--- config.mk ---
export PLATFORM = sky130hd
export DESIGN_NAME = state_dump_unit
export DESIGN_NICKNAME = d
export VERILOG_FILES = /design/src/rtl/state_dump_unit.sv
export SDC_FILE = /design/constraint.sdc
export NUM_CORES = 1
export LEC_CHECK = 0
export ABC_AREA = 1
export BUFFER_PORTS_ARGS = -buffer_cell sky130_fd_sc_hd__buf_2
export CORE_ASPECT_RATIO = 1.25
export CORE_MARGIN = 3
export CORE_UTILIZATION = 49
export CTS_CLUSTER_SIZE = 8
export DETAILED_ROUTE_END_ITERATION = 8
export PLACE_DENSITY = 0.8
export SYNTH_ARGS = -nofsm -noshare
export SYNTH_HDL_FRONTEND = slang
export SYNTH_SLANG_ARGS = --single-unit
export TNS_END_PERCENT = 50
--- constraint.sdc ---
create_clock -name clk -period 1.7 [get_ports clk]
set_input_delay 0.34 -clock clk [delete_from_list [all_inputs] [get_ports clk]]
set_output_delay 0.34 -clock clk [all_outputs]
set_load 0.03 [all_outputs]
--- src/rtl/state_dump_unit.sv ---
// rtl/state_dump_unit.sv - post-run state extractor: run core, freeze, stream out storage arrays
//
// Runs the core for RUN_CYCLES cycles (or until halt), then freezes it and
// scans N_SRC storage arrays word by word through a shared synchronous read
// port, streaming each word with source/index tags over a valid/ready link.
//
// Ports:
//   clk         in   rising-edge clock
//   reset       in   asynchronous active-low reset
//   start       in   one-cycle pulse, begins a run (IDLE/DONE only)
//   halt        in   early freeze request (RUN only)
//   cpu_stall   out  holds the core frozen
//   rd_en       out  read strobe to the selected source
//   rd_sel      out  source select
//   rd_addr     out  word index
//   rd_data     in   selected word, valid the cycle after rd_en
//   out_valid   out  stream word valid
//   out_ready   in   consumer accepts
//   out_data    out  word value
//   out_src     out  source tag
//   out_idx     out  index tag
//   out_last    out  final word of the dump
//   done        out  scan complete (level)
//   cycle_count out  cycles executed in the last run
module state_dump_unit #(
    parameter int DATA_W     = 32,
    parameter int ADDR_W     = 5,
    parameter int DEPTH      = 32,
    parameter int N_SRC      = 3,
    parameter int SRC_W      = 2,
    parameter int CNT_W      = 16,
    parameter int RUN_CYCLES = 100
) (
    input  logic              clk,
    input  logic              reset,
    input  logic              start,
    input  logic              halt,
    output logic              cpu_stall,
    output logic              rd_en,
    output logic [SRC_W-1:0]  rd_sel,
    output logic [ADDR_W-1:0] rd_addr,
    input  logic [DATA_W-1:0] rd_data,
    output logic              out_valid,
    input  logic              out_ready,
    output logic [DATA_W-1:0] out_data,
    output logic [SRC_W-1:0]  out_src,
    output logic [ADDR_W-1:0] out_idx,
    output logic              out_last,
    output logic              done,
    output logic [CNT_W-1:0]  cycle_count
);

    localparam logic [CNT_W-1:0]  LAST_CYC = CNT_W'(RUN_CYCLES - 1);
    localparam logic [ADDR_W-1:0] LAST_IDX = ADDR_W'(DEPTH - 1);
    localparam logic [SRC_W-1:0]  LAST_SRC = SRC_W'(N_SRC - 1);

    typedef enum logic [2:0] {
        S_IDLE  = 3'd0,
        S_RUN   = 3'd1,
        S_ISSUE = 3'd2,
        S_WAIT  = 3'd3,
        S_SEND  = 3'd4,
        S_DONE  = 3'd5
    } state_t;

    state_t              state_q;
    logic [SRC_W-1:0]    src_q, src_d;
    logic [ADDR_W-1:0]   idx_q, idx_d;
    logic                cpu_stall_q;
    logic                rd_en_q;
    logic                out_valid_q;
    logic [DATA_W-1:0]   out_data_q;
    logic [SRC_W-1:0]    out_src_q;
    logic [ADDR_W-1:0]   out_idx_q;
    logic                out_last_q;
    logic                done_q;
    logic [CNT_W-1:0]    cycle_count_q;

    // Next scan position; wraps the index into the following source.
    always_comb begin
        src_d = src_q;
        idx_d = idx_q + 1'b1;
        if (idx_q == LAST_IDX) begin
            idx_d = '0;
            src_d = src_q + 1'b1;
        end
    end

    always_ff @(posedge clk or negedge reset) begin
        if (!reset) begin
            state_q       <= S_IDLE;
            src_q         <= '0;
            idx_q         <= '0;
            cpu_stall_q   <= 1'b1;
            rd_en_q       <= 1'b0;
            out_valid_q   <= 1'b0;
            out_data_q    <= '0;
            out_src_q     <= '0;
            out_idx_q     <= '0;
            out_last_q    <= 1'b0;
            done_q        <= 1'b0;
            cycle_count_q <= '0;
        end else begin
            case (state_q)
                S_IDLE, S_DONE: begin
                    if (start) begin
                        state_q       <= S_RUN;
                        cycle_count_q <= '0;
                        cpu_stall_q   <= 1'b0;
                        done_q        <= 1'b0;
                    end
                end
                S_RUN: begin
                    // The exit cycle is itself an executed cycle, so it is counted.
                    cycle_count_q <= cycle_count_q + 1'b1;
                    if (halt || (cycle_count_q == LAST_CYC)) begin
                        state_q     <= S_ISSUE;
                        cpu_stall_q <= 1'b1;
                        src_q       <= '0;
                        idx_q       <= '0;
                        rd_en_q     <= 1'b1;
                    end
                end
                S_ISSUE: begin
                    rd_en_q <= 1'b0;
                    state_q <= S_WAIT;
                end
                S_WAIT: begin
                    out_data_q  <= rd_data;
                    out_src_q   <= src_q;
                    out_idx_q   <= idx_q;
                    out_last_q  <= (src_q == LAST_SRC) && (idx_q == LAST_IDX);
                    out_valid_q <= 1'b1;
                    state_q     <= S_SEND;
                end
                S_SEND: begin
                    if (out_ready) begin
                        out_valid_q <= 1'b0;
                        if (out_last_q) begin
                            state_q <= S_DONE;
                            done_q  <= 1'b1;
                        end else begin
                            src_q   <= src_d;
                            idx_q   <= idx_d;
                            rd_en_q <= 1'b1;
                            state_q <= S_ISSUE;
                        end
                    end
                end
                default: begin
                    state_q <= S_IDLE;
                end
            endcase
        end
    end

    assign cpu_stall   = cpu_stall_q;
    assign rd_en       = rd_en_q;
    assign rd_sel      = src_q;
    assign rd_addr     = idx_q;
    assign out_valid   = out_valid_q;
    assign out_data    = out_data_q;
    assign out_src     = out_src_q;
    assign out_idx     = out_idx_q;
    assign out_last    = out_last_q;
    assign done        = done_q;
    assign cycle_count = cycle_count_q;

endmodule

==> results.md <==
* Site row count at 32
* Vias in the first global route at 2930
* Final antenna-violating net count at 0
* Async SR Flop Fraction at 100.0%
* Setup ws final at 71.60 ps
* Worst hold margin at -11.51 ps
* RSZ-0062 raised after global routing: true
* Status: finished, violations left
* Worst setup path category: reg -> reg
* Reg2reg end: cycle_count[14]
* Number of cells on the worst reg-to-reg path at 7
* Inserted Diodes at 0
* Slew Limit Fails at 0
* Peak Freq at 0.6141 GHz
* Die Ht at 96.70 microns
* Fin. Hold Viols at 4
* Yosys top cell by area: dfrtp_1
* R2r setup slk at 70 ps
* Fin crit period at 1628 ps
* Post-CTS Hold Fix Bufs at 0
* Max transition margin at 53.43%
* Clock Latency Late Sink at 350 ps
* Routability cong. at 0.8968
* Die area at 0.007596 sq mm
* Yosys reg bits at 70
* Core area at 0.006286 sq mm
* Largest family of logic cells by synthesized area: simple AND/OR/NAND/NOR gates
* Worst r2r src: cycle_count[0]
* Final wirelength at 7988 microns
* Root buffer cell: clkbuf_8
* Initial core utilization at 51.29%
* Most used cell, CP: nand2_1
* Area Overhead vs Synth at 28.64%
* Number of flops mapped to enable cells by yosys at 0
* Die W at 78.56 microns
* Hold Crit Class: in -> async
* Layout Cells excl Fill at 598
* First-pass GRT wire length at 13420 microns
* Port Buffers at 103
* Via count at 2949
* Critical path arrival at 1860 ps
* Synth Area in Simple Gates at 30.46%
* DRC at 0
* Max-Cap Viols at 0
* Mapped Nets at 432
* PwrDens at 1826 mW/mm^2
* Post-synthesis adder-cell area fraction at 1.552%
* Drt wl/cell at 13.36 microns
* Max stage delay on crit path at 410 ps
* Required time of the critical path at 1930 ps
* Detail Placement HPWL at 5556 microns
* Iteration-0 DRC Markers at 135
* Failing checks: hold timing
* Longest Clk Path Bufs at 2
* H-tree depth at 3
* Worst path cell trace: ha_2 > nand2_1 > nor2_1 > nand2_1 > nor2_2 > nand3_1 > mux2i_1
* Final net count at 549
* Final Setup Violations at 0
* First-pass DRT Iterations at 4
* Cell Area, Synth at 0.003224 sq mm
* Leak at 2.324 nW
* CTS Buf Count at 9
* Most used DFF post-synth: dfrtp_1
* Crit start category: flop
* Tcrit/Tclk final at 95.79%
* Largest net degree at the start of global routing at 71
* Clk sinks at 70
* CTS tree: yes
* Syn Area/Cell at 8.246 sq um
* Synth warn at 0
* Least-Margin Pin Slew at 697.5 ps
* Initial antenna violation count at 0
* Worst path buffer plus inverter count at 0
* Main area contributors after synthesis: dfrtp_1, nand2_1, inv_1
* Remaining global-route overflow at 0
* DR vias/cell at 4.931
* Proportion of synthesized area in mux cells at 0.3104%
* Worst slack at placement at 109.8 ps
* Total track usage at 22.19%
* Post-synthesis sequential area ratio at 54.37%
* Compound-Gate Fraction of Synth Area at 7.140%
* Post-Synth XOR/XNOR Area at 0.5433%
* Layout cells sized above 1 at 31.77%
* Slowest CP cell: dfrtp_1
* Worst Skew at 9.316 ps
* Dpl cells at 575
* Share of the synthesized area in the top cell type at 53.55%
* Clock slew seen by the registers of the worst setup and hold paths at 80 ps
* CP top delay family: simple AND/OR/NAND/NOR gates
* Crit end category: flop
* Synth unique cells at 34
* Mapped Cells at 391
* Maximum vdd drop at 1027 uV
* Crit-path max FO at 6
* I/O pins at 104
[power breakdown]
group	leakage [nW]	total, mW	switching, mW	internal (mW)
combinational	1.31	3.50	2.50	1.00
clock	0.110	1.50	0.634	0.869
sequential	0.902	2.56	0.346	2.22
[layout by cell type (no fill, tap or decap), drive strengths merged]
cell type,count
nor4,1
dfstp,1
xor2,2
nor3,1
dfrtp,69
bufinv,2
clkinv,1
o221ai,1
o31ai,1
clkbuf,11
mux2i,1
nand3,14
buf,115
a2bb2oi,1
o21ai,22
nor2,34
a211oi,1
nand3b,1
o22ai,1
inv,36
nand4,2
a21oi,8
o211ai,2
nand2,178
o21a,1
a22o,1
ha,4
clkinvlp,1
[metal layers]
metal | vias to the layer above | track usage (%) | wire length [microns]
met4 | 0 | 9.960 | 194
met3 | 17 | 4.469 | 329
met1 | 1381 | 27.14 | 3270
met5 | - | 0 | 0
li1 | 1460 | - | -
met2 | 91 | 37.34 | 4193
[cell usage after synthesis (all sizes together), types with 2 or more instances]
library cell  count
a21oi             8
o211ai            2
ha                4
nand4             2
nor2             34
dfrtp            69
xor2              2
buf               9
inv              35
o21ai            22
nand2           178
nand3            14
[per-stage QoR]
step	setup TNS, ps	total power [mW]	area (sq um)	util (%)
floorplan	0	5.020	3224	-
global placement	0	5.952	3851	61.27
detailed placement	0	6.047	3851	61.27
CTS	0	7.559	4074	64.81
global route	-55.26	8.112	4148	65.98
finish	0	7.573	4148	65.98
[worst max path at each step]
stage                     depth (start not counted)            from  slack (ps)         endpoint
after floorplan                                   9      rd_addr[0]          20        rd_sel[1]
after CTS                                        10      rd_addr[1]         100        rd_sel[0]
after global routing                             10  cycle_count[0]         -20       rd_addr[2]
after detailed placement                          9      rd_addr[1]         110        rd_sel[0]
final                                             7  cycle_count[0]          70  cycle_count[14]
after global placement                           10  cycle_count[0]         160       rd_addr[1]
[kinds of logic after synthesis]
logic type | after synthesis
and+or+nand+nor | 231
muxes | 1
xor gates and xnor gates | 2
buffers and inverters | 44
adders and majority gates | 4
DFF | 70
AOI/OAI and AO/OA | 39
[timing repair]
action	CTS	global route
endpoints found under the setup margin	0	8
gates resized for setup	0	7
setup buffers	0	7
[sequential cells by signal, summed over array words and instances, names as in the netlist]
signal,count
state_q,3
out_idx,5
cycle_count,16
rd_en,1
rd_addr,5
out_data,32
done,1
cpu_stall,1
out_src,2
out_valid,1
rd_sel,2
out_last,1
[area by class of cell]
type / instances / area (sq um)
Fill cell: 545 / 2138
Clock inverter: 5 / 81.33
Clock buffer: 11 / 141.4
Sequential cell: 70 / 1755
Inverter: 35 / 136.4
Multi-Input combinational cell: 277 / 1309
Tap cell: 85 / 106.4
Timing Repair Buffer: 115 / 618.1
(Power assumes the default switching activity.)
